==> src/rtl/trdb_qual_ctrl.sv <==
// trdb_qual_ctrl: trace-window sequencer with stop hysteresis, instruction limit and one-shot mode
module trdb_qual_ctrl #(
  parameter int CNT_W = 16,
  parameter int DLY_W = 8
) (
  input  logic             clk_i,
  input  logic             rst_ni,
  input  logic             trace_enable_i,
  input  logic             oneshot_i,
  input  logic [DLY_W-1:0] stop_delay_i,
  input  logic [CNT_W-1:0] limit_i,
  input  logic             valid_i,
  input  logic             nc_qualified_i,
  output logic             qualified_o,
  output logic             start_o,
  output logic             stop_o,
  output logic             done_o,
  output logic [CNT_W-1:0] win_cnt_o
);
  typedef enum logic [2:0] {S_IDLE, S_ARMED, S_TRACING, S_HOLD, S_DONE} state_t;
  state_t           r_state;
  logic [DLY_W-1:0] r_hold;
  logic [CNT_W-1:0] r_cnt;
  logic             r_qual;
  logic             r_start;
  logic             r_stop;
  logic [CNT_W-1:0] w_cnt_inc;
  logic             w_lim_hit;
  logic             w_drop;
  state_t           w_close_st;
  // Saturating count of the next traced instruction and the close decisions derived from it
  always_comb begin
    w_cnt_inc  = &r_cnt ? r_cnt : r_cnt + 1'b1;
    w_lim_hit  = (limit_i != '0) && (w_cnt_inc >= limit_i);
    w_drop     = !nc_qualified_i && ((r_state == S_TRACING) ? (stop_delay_i == '0) : (r_hold == '0));
    w_close_st = oneshot_i ? S_DONE : S_ARMED;
  end
  // Window sequencer: disable beats the limit, which beats the qualification verdict
  always_ff @(posedge clk_i) begin
    if (!rst_ni) begin
      r_state <= S_IDLE;
      r_hold  <= '0;
      r_cnt   <= '0;
      r_qual  <= 1'b0;
      r_start <= 1'b0;
      r_stop  <= 1'b0;
    end else begin
      r_qual  <= 1'b0;
      r_start <= 1'b0;
      r_stop  <= 1'b0;
      case (r_state)
        S_IDLE: if (trace_enable_i) r_state <= S_ARMED;
        S_ARMED: begin
          if (!trace_enable_i) r_state <= S_IDLE;
          else if (valid_i && nc_qualified_i) begin
            r_qual  <= 1'b1;
            r_start <= 1'b1;
            r_cnt   <= CNT_W'(1);
            r_stop  <= (limit_i == CNT_W'(1));
            r_state <= (limit_i == CNT_W'(1)) ? w_close_st : S_TRACING;
          end
        end
        S_TRACING, S_HOLD: begin
          if (!trace_enable_i) begin
            r_stop  <= 1'b1;
            r_state <= S_IDLE;
          end else if (valid_i) begin
            if (w_drop) begin
              r_stop  <= 1'b1;
              r_state <= w_close_st;
            end else begin
              r_qual <= 1'b1;
              r_cnt  <= w_cnt_inc;
              if (w_lim_hit) begin
                r_stop  <= 1'b1;
                r_state <= w_close_st;
              end else if (nc_qualified_i) r_state <= S_TRACING;
              else if (r_state == S_TRACING) begin
                r_hold  <= stop_delay_i - 1'b1;
                r_state <= S_HOLD;
              end else r_hold <= r_hold - 1'b1;
            end
          end
        end
        S_DONE: if (!trace_enable_i) r_state <= S_IDLE;
        default: r_state <= S_IDLE;
      endcase
    end
  end
  assign qualified_o = r_qual;
  assign start_o     = r_start;
  assign stop_o      = r_stop;
  assign done_o      = (r_state == S_DONE);
  assign win_cnt_o   = r_cnt;
endmodule

==> config.mk <==
export PLATFORM = sky130hd
export DESIGN_NAME = trdb_qual_ctrl
export DESIGN_NICKNAME = d
export VERILOG_FILES = /design/src/rtl/trdb_qual_ctrl.sv
export SDC_FILE = /design/constraint.sdc
export NUM_CORES = 1
export LEC_CHECK = 0
export CAP_MARGIN = 40
export CELL_PAD_IN_SITES_DETAIL_PLACEMENT = 1
export CELL_PAD_IN_SITES_GLOBAL_PLACEMENT = 1
export CORE_ASPECT_RATIO = 0.75
export CORE_MARGIN = 2
export CORE_UTILIZATION = 38
export DETAILED_ROUTE_END_ITERATION = 10
export PLACE_DENSITY = 0.89
export SLEW_MARGIN = 20
export SYNTH_ARGS = -nofsm -noshare
export SYNTH_HDL_FRONTEND = slang
export SYNTH_SLANG_ARGS = --single-unit
==> constraint.sdc <==
create_clock -name clk_i -period 4.2 [get_ports clk_i]
set_input_delay 0.84 -clock clk_i [delete_from_list [all_inputs] [get_ports clk_i]]
set_output_delay 0.84 -clock clk_i [all_outputs]
set_load 0.005 [all_outputs]
# After elaboration in Yosys (flattened, before gate mapping)

Index checks and enable logic that the tools add are counted.

Order comparisons: 1
Add/sub/neg operators: 3
Eq/ne operators: 15
Reductions and logical operators: 15
Muxes and demuxes: 35
Bitwise operators: 3

Operators with widths:

| operator                | count |
|---|---|
| $mux W16                | 6 |
| $mux W3                 | 12 |
| $pmux W16 S2            | 1 |
| $add A16 B1 Y16 const B | 1 |
| $eq A16 B1 Y1 const B   | 1 |
| $ge A16 B16 Y1          | 1 |
| $logic_not A8 Y1        | 2 |
| $reduce_and A16 Y1      | 1 |
| $reduce_bool A16 Y1     | 1 |
| $sub A8 B1 Y8 const B   | 2 |
| $ne A2 B2 Y1 const B    | 7 |
| $mux W1                 | 12 |
| $pmux W3 S4             | 1 |
| $reduce_and A6 Y1       | 2 |
| $mux W8                 | 1 |
| $eq A3 B2 Y1 const B    | 2 |
| $ne A3 B3 Y1 const B    | 2 |
| $ne A6 B6 Y1 const B    | 1 |
| $reduce_and A5 Y1       | 1 |
| $pmux W1 S2             | 2 |
| $eq A3 B1 Y1 const B    | 1 |
| $eq A3 B3 Y1 const B    | 1 |
| $logic_and A1 B1 Y1     | 3 |
| $logic_not A3 Y1        | 1 |
| 5 further kinds         | 7 |

Output and inout bits: 20
Logic and storage cells: 78
Register bits after elaboration: 30
Bits of input ports: 30

# Longest topological paths before layout

Gate-level depths: netlist (run 1).

Depth after elaboration: 9
Gate-level depth with buffers: 17
Mapped depth without buffers: 16

# Worst setup path before layout (run 1)

Ideal clock, no wire load.

Path type: flip-flop to flip-flop
Start point: register r_cnt[0], in the netlist win_cnt_o[0]
End point: register r_hold[3]
Period minus slack after synthesis: 3.800 ns
Buffers on the path: 1
Cell stages (with the launch flop): 18
Library setup time: 0.132 ns
Required time: 4.068 ns
Setup slack: 0.400 ns
Arrival: 3.668 ns
Cells stage by stage: dfxtp_1 > ha_1 > nand3_1 > nor2_1 > nand3_1 > clkbuf_1 > nand2_1 > nor2_1 > xnor2_1 > inv_1 > ha_1 > a21oi_1 > o21ai_0 > a221oi_1 > a21oi_1 > or4b_2 > o21ai_0 > a21oi_1

Longest elaborated chain between the ends: 6
Elaborated cells on any way between the ends: 7
Those cells by class: add/sub: 1; order compare: 1; mux: 1; bitwise: 1; reduce/logical: 3

Ends and longest elaborated chain:

| element                                               | line | RTL |
|---|---|---|
| start: declaration                                    | 23   | `logic [CNT_W-1:0] r_cnt;` |
| start signal: assignment                              | 73   | `r_cnt <= w_cnt_inc;` |
| $add A16 B1 Y16 or $reduce_and A16 Y1 (tied branches) | 33   | `w_cnt_inc = &r_cnt ? r_cnt : r_cnt + 1'b1;` |
| $mux W16 *                                            | 33   |  |
| $ge A16 B16 Y1 *                                      | 34   | `w_lim_hit = (limit_i != '0) && (w_cnt_inc >= limit_i);` |
| $logic_and A1 B1 Y1 *                                 | 34   |  |
| $not A1 Y1 (no source line) *                         | -    |  |
| $reduce_and A6 Y1 (no source line) *                  | -    |  |
| end signal: assignment                                | 79   | `r_hold <= stop_delay_i - 1'b1;` |
| end signal: assignment                                | 81   | `end else r_hold <= r_hold - 1'b1;` |
| end: declaration                                      | 22   | `logic [DLY_W-1:0] r_hold;` |

Mark *: on every way between the ends. The rest lies on a longest branch, timed or not.
A chain may end at the register's enable or synchronous reset.

# Final worst setup path (run 1)

Start point: register r_cnt[1], in the netlist win_cnt_o[1]
End point: register r_hold[4]

Same word-level chain as after synthesis.

==> out/results.tsv, run 1 <==
metric	value	unit
clkPwrFrac	38.3	%
synth.most_common_cell	nand2_1	
worst_pin_slew	0.7961	ns
die_x	97.47	um
design_area	3171	sq um
diodes	0	
status	finished, final reports clean	
synth_area	2490	sq um
drive_gt1_share	8.753	%
required	4.35	ns
grt_antenna_before_repair	0	
setup_tns	0	ns
numCtsBuffers	5	
cts_hold_buf	0	
synth_area_leaders	dfxtp_1, ha_1, nand2_1	
wl_per_cell	17.12	um
core_area	6319	sq um
dr_total_vias	2640	
setup_viol	0	
worst_r2r_path_depth	16	
r2r_start	win_cnt_o[1]	
placed_area	3065	sq um
port_buffers	49	
rows	25	
critPathMaxFanout	6	
viasPerCell	5.764	
cts.reportedPaths.clkPinSlew	0.06	ns
cp_data_arrival_time	4.07	ns
p_leak	0.001279	uW
dp_slack	0.2210	ns
critPathLaunchType	register	
cts.sinks	30	
p_sw	177.9	uW
synth.ff_latch_count	30	
relSlewSlack	46.43	%
routabilityCongestion	0.8809	
synth_flop_cell	dfxtp_1	
hold_viol_final	0	
syn-instance-count	323	
critical_path_class	reg -> reg	
synth_top_area_share	24.12	%
clk_latency	0.29	ns
drc	0	
power_density	204.3	nW/um^2
start_util	39.41	%
synth_top_area_cell	dfxtp_1	
ys_types	51	
nets	424	
comb_power_share	16.6	%
cts_tree	built	
synth_edf_count	0	
clockRootBuffer	clkbuf_8	
die_area	7223	sq um
r2r_end	r_hold[4]	
drv_slew	0	
io_pins	50	
cap_viol_max_count	0	
drtIter0Drc	114	
r2r_setup_slack	0.28	ns
grt_max_degree	18	
p_seq_share	45.1	%
endpoint	r_hold[4]	
grt_first_pass_wirelength	13.07	mm
period_needed	3.920	ns
end_kind	register	
dr.pass1.iters	4	
seq_area_frac_synth	24.12	%
wl	7.843	mm
period_share	93.34	%
setup_ws	0.2798	ns
p_int	469.8	uW
peakVddDrop	0.1289	mV
fin_skew	0.007514	ns
area_delta_synth_final	27.34	%
syn_nets	371	
syn_avg_cell_area	7.709	sq um
dpl.hpwl	6.033	mm
htreeDepth	2	
synth-async-reset-ratio	0	%
grt_usage	22.06	%
yosysWarningCount	0	
max_freq	255.1	MHz
hold_path.class	reg -> reg	
dieHeight	74.10	um
synth_common_cells	nand2_1, dfxtp_1, inv_1, nor2_1, a21oi_1	
final_antenna_net_count	0	
swShare	27.46	%
cts.path.max_buffers	2	
grt-ovfl-total	0	
grt_pass1_vias	2653	
crit_path_start	win_cnt_o[1]	
## layout make-up
class	instances	area, sq um
inverter	28	105.1
fill	809	3148
tap	81	101.3
sequential	30	601.8
multi-input combinational	255	1728
timing repair buffer	56	543.0
clock inverter	1	5.005
clock buffer	7	86.33
## worst min path at each step
stage	endpoint	slack (ns)	depth (start not counted)	startpoint
global route	win_cnt_o[1]	0.55	2	win_cnt_o[1]
floorplan	r_hold[5]	0.46	2	r_hold[5]
detailed placement	r_hold[5]	0.51	2	r_hold[5]
global placement	r_hold[5]	0.48	2	r_hold[5]
finish	win_cnt_o[1]	0.51	2	win_cnt_o[1]
CTS	r_hold[3]	0.52	2	r_hold[3]
## critical path: stages (launching register included)
cell and delay, ns:
dfxtp_2 0.39, ha_1 0.22, nand3_1 0.12, nor2_1 0.20, nand3_2 0.17, nand2_1 0.17, nor2_1 0.07, xnor2_1 0.22
inv_1 0.07, ha_1 0.29, a21oi_1 0.17, o21ai_0 0.13, a221oi_1 0.39, a21oi_1 0.17, or4b_2 0.71, a21oi_1 0.21
a21oi_1 0.09
## per-stage QoR
stage | util (%) | total power [uW] | hold WS (ns) | instances
after floorplan | - | 353.4 | 0.4638 | 323
after global placement | 48.51 | 400.4 | 0.4803 | 449
after detailed placement | 48.51 | 404.3 | 0.5095 | 449
after CTS | 49.96 | 652.3 | 0.5201 | 457
after global routing | 50.18 | 677.1 | 0.5451 | 458
final | 50.18 | 647.7 | 0.5069 | 458
## power groups by stage
stage	combinational, uW	sequential (uW)	clock [uW]
after floorplan	57.5	296	0
after global placement	102	298	0
after detailed placement	106	298	0
after CTS	107	292	254
after global routing	118	292	267
final	107	292	248
## metal layers
layer / GRT usage [%] / vias up / part of all wire [%]
li1: - / 1297 / -
met2: 36.93 / 66 / 46
met4: 5.864 / 0 / 1.0
met1: 29.77 / 1268 / 48
met3: 4.135 / 9 / 4.2
met5: 0 / - / 0
## placed cells by master (no fill, tap or decap), drive strengths merged, types with 4 or more instances in the layout
cell type       n
o31ai           8
nand2          33
xor2            4
buf             7
and3            8
nor2b           5
o21ai          24
nand4           8
ha             18
nor2           28
a31oi           8
nor4            4
xnor2          10
a21oi          20
nand3          12
o21a            4
nor3           10
nand2b          5
clkdlybuf4s50  49
dfxtp          30
clkbuf          7
inv            28
a211oi          4
mux2i           6
## state kept, by name, indices dropped and copies added (netlist names)
name         count
qualified_o      1
win_cnt_o       16
r_state          3
start_o          1
r_hold           8
stop_o           1
## repair_timing
action	4_1_cts	5_1_grt
setup buffers	0	1
endpoints found under the setup margin	0	10
resized for setup	0	2
endpoints found under the hold margin	0	0
## kinds of logic after synthesis
logic type	after synthesis	share of synthesized area [%]
adder cells (fa/ha/maj)	18	9.045
XOR/XNOR	14	4.924
AND/OR/NAND/NOR	129	27.54
multiplexers	7	2.864
buffers and inverters	38	6.683
AO/OA/AOI/OAI	87	24.83
flip-flops	30	24.12
Note: power is estimated with default switching activity, not from simulation.
==> run 2, diff against run 1 <==
--- a/config.mk
+++ b/config.mk
@@ -10,9 +10,9 @@
 export CELL_PAD_IN_SITES_GLOBAL_PLACEMENT = 1
 export CORE_ASPECT_RATIO = 0.75
 export CORE_MARGIN = 2
-export CORE_UTILIZATION = 38
+export CORE_UTILIZATION = 34
 export DETAILED_ROUTE_END_ITERATION = 10
-export PLACE_DENSITY = 0.89
+export PLACE_DENSITY = 0.84
 export SLEW_MARGIN = 20
 export SYNTH_ARGS = -nofsm -noshare
 export SYNTH_HDL_FRONTEND = slang
==> constraint.sdc (replaced) <==
create_clock -name clk_i -period 3.5 [get_ports clk_i]
set_input_delay 0.7 -clock clk_i [delete_from_list [all_inputs] [get_ports clk_i]]
set_output_delay 0.7 -clock clk_i [all_outputs]
set_load 0.005 [all_outputs]
==> out/results.tsv, run 2 (synthesis results as in run 1) <==
metric	value	unit	change
worst_hold_slack	0.5333	ns	+0.02633 ns
required	3.67	ns	-0.68 ns
grt-ovfl-total	0		unchanged
design_area	3832	sq um	+21%
cpMaxStageDelayCell	dfxtp_2		
grt_pass1_vias	2985		+13%
p_leak	0.001554	uW	+21%
wl_per_cell	21.42	um	+25%
critPathLaunchType	register		
wl	11.12	mm	+42%
htreeDepth	2		unchanged
max_freq	278.7	MHz	+9.3%
power_density	224.6	nW/um^2	+9.9%
viasPerCell	5.882		+2.1%
area_delta_synth_final	53.92	%	
final_antenna_net_count	0		unchanged
path_buf_inv	5		+4
worstHoldStart	r_hold[5]		
hold_viol_final	0		unchanged
dieHeight	78.11	um	+5.4%
numCtsBuffers	5		unchanged
drc	0		unchanged
clockRootBuffer	clkbuf_8		
dr_total_vias	3053		+16%
fin_skew	0.02045	ns	+0.01294 ns
grt_usage	24.13	%	+2.1 points
r2r_setup_slack	-0.09	ns	-0.37 ns
violations	negative setup slack		
dpl.hpwl	6.941	mm	+15%
rows	26		+4.0%
period_needed	3.588	ns	-0.3325 ns
period_share	102.5	%	+9.2 points
final_cells	519		+13%
grtUsageMet1	32.25	%	+2.5 points
clk_latency	0.30	ns	about the same
dr.pass1.iters	4		unchanged
dp_cells	500		+11%
largest_register_ffs	16		unchanged
die_x	102.8	um	+5.5%
grt_util_met2	39.80	%	+2.9 points
port_buffers	49		unchanged
hold_path.class	reg -> reg		
cp_common_cell	buf_4		
status	complete, but fails checks		
p_seq_share	40.4	%	-4.7 points
drtIter0Drc	244		+110%
grt_antenna_before_repair	0		unchanged
end_kind	register		
nets	468		+10%
cts_hold_buf	0		unchanged
diodes	0		unchanged
grt_first_pass_wirelength	15.17	mm	+16%
critical_path_class	reg -> reg		
critPathMaxFanout	5		-1
io_pins	50		unchanged
swShare	27.63	%	+0.17 points
worst_pin_slew	0.7125	ns	-0.08363 ns
clkPwrFrac	42.2	%	+3.9 points
core_area	6962	sq um	+10%
r2r_start	win_cnt_o[5]		
cts_tree	built		
setup_ws	-0.08768	ns	-0.3675 ns
cp_data_arrival_time	3.76	ns	-0.31 ns
drive_gt1_share	27.08	%	+18 points
routabilityCongestion	0.8288		-5.9%
relSlewSlack	52.32	%	+5.9 points
cts.path.max_buffers	2		unchanged
crit_path_start	win_cnt_o[5]		
peakVddDrop	0.1838	mV	+43%
rsz0062_at_grt	true		
cap_viol_max_count	0		unchanged
max_stage_delay	0.36	ns	-0.35 ns
crit_family	simple AND/OR/NAND/NOR gates		
drv_slew	0		unchanged
final_common_cell	clkdlybuf4s50_1		
die_area	8031	sq um	+11%
grtUsageMet3	3.918	%	-0.22 points
top_usage_layer	met2		
grt_max_degree	18		unchanged
final_cell_mix	clkdlybuf4s50_1, buf_4, nand2_1, inv_1, nor2_1		
placed_area	3379	sq um	+10%
p_sw	237.8	uW	+34%
comb_power_share	17.3	%	+0.7 points
cts.reportedPaths.clkPinSlew	0.08	ns	+0.02 ns
cts.sinks	30		unchanged
setup_viol	10		+10
path_cells	nand3_2, buf_4, nor2_4, buf_4, nand4_1, nor2_1, mux2i_1, ha_1, and4_4, a221oi_2, buf_4, a21oi_4, buf_4, nor4b_4, buf_6, mux2i_2, nor2_1		
p_int	623.0	uW	+33%
start_util	35.77	%	-3.6 points
[run 2: cell types whose count changed in the layout (fill, tap and decap cells not counted), moves of 4 or more]
cell	previous run	this run
buf_4	7	47
dfxtp_1	29	22
dfxtp_4	0	5
ha_1	18	14
ha_4	0	4
nor2_1	28	23
[run 2: area by class of cell]
type / instances / area (sq um)
Clock buffer: 7 / 76.32
Clock inverter: 1 / 30.03
Fill cell: 834 / 3129
Inverter: 28 / 105.1
Multi-Input combinational cell: 255 / 1974
Sequential cell: 30 / 623.1
Tap cell: 98 / 122.6
Timing Repair Buffer: 100 / 900.9
[run 2: worst min-delay path, cell delays in order (launching register included)]
cell and delay, ns:
dfxtp_1 0.34, o21ai_0 0.08, a21oi_1 0.06
[run 2: per-stage QoR]
stage / utilization [%] / TNS, ns / setup WS [ns] / power (uW)
after floorplan: - / 0 / 0.08834 / 424.2
after global placement: 48.54 / 0 / 0.1231 / 482.4
after detailed placement: 48.54 / -0.5247 / -0.07857 / 488.8
after CTS: 50.81 / 0 / 0.01373 / 840.2
after global routing: 55.05 / -1.709 / -0.2120 / 885.5
final: 55.05 / -0.4414 / -0.08768 / 860.8
[run 2: path summary, 6_finish.rpt]
| kind | depth (start not counted) | to |
|---|---|---|
| max | 17 | r_hold[7] |
| min reg2reg | 2 | r_hold[5] |
| min | 2 | r_hold[5] |
| max reg2reg | 17 | r_hold[7] |
[run 2: timing repair]
item | CTS | global route
pin swaps | 2 | 20
setup endpoints to repair | 10 | 11
cloned | 1 | 0
gates resized for setup | 11 | 47
buffers inserted | 1 | 9
[run 2: power by group through the flow]
stage	clock [uW]	combinational, uW	sequential [uW]
floorplan	0	69.1	355
CTS	356	133	351
finish	363	149	348
detailed placement	0	130	358
global route	376	160	349
global placement	0	124	358
[run 2: per-layer routing]
layer / share of wire [%] / up-vias
met4: 3.5 / 0
li1: - / 1383
met1: 43 / 1508
met5: 0 / -
met2: 49 / 126
met3: 4.5 / 36
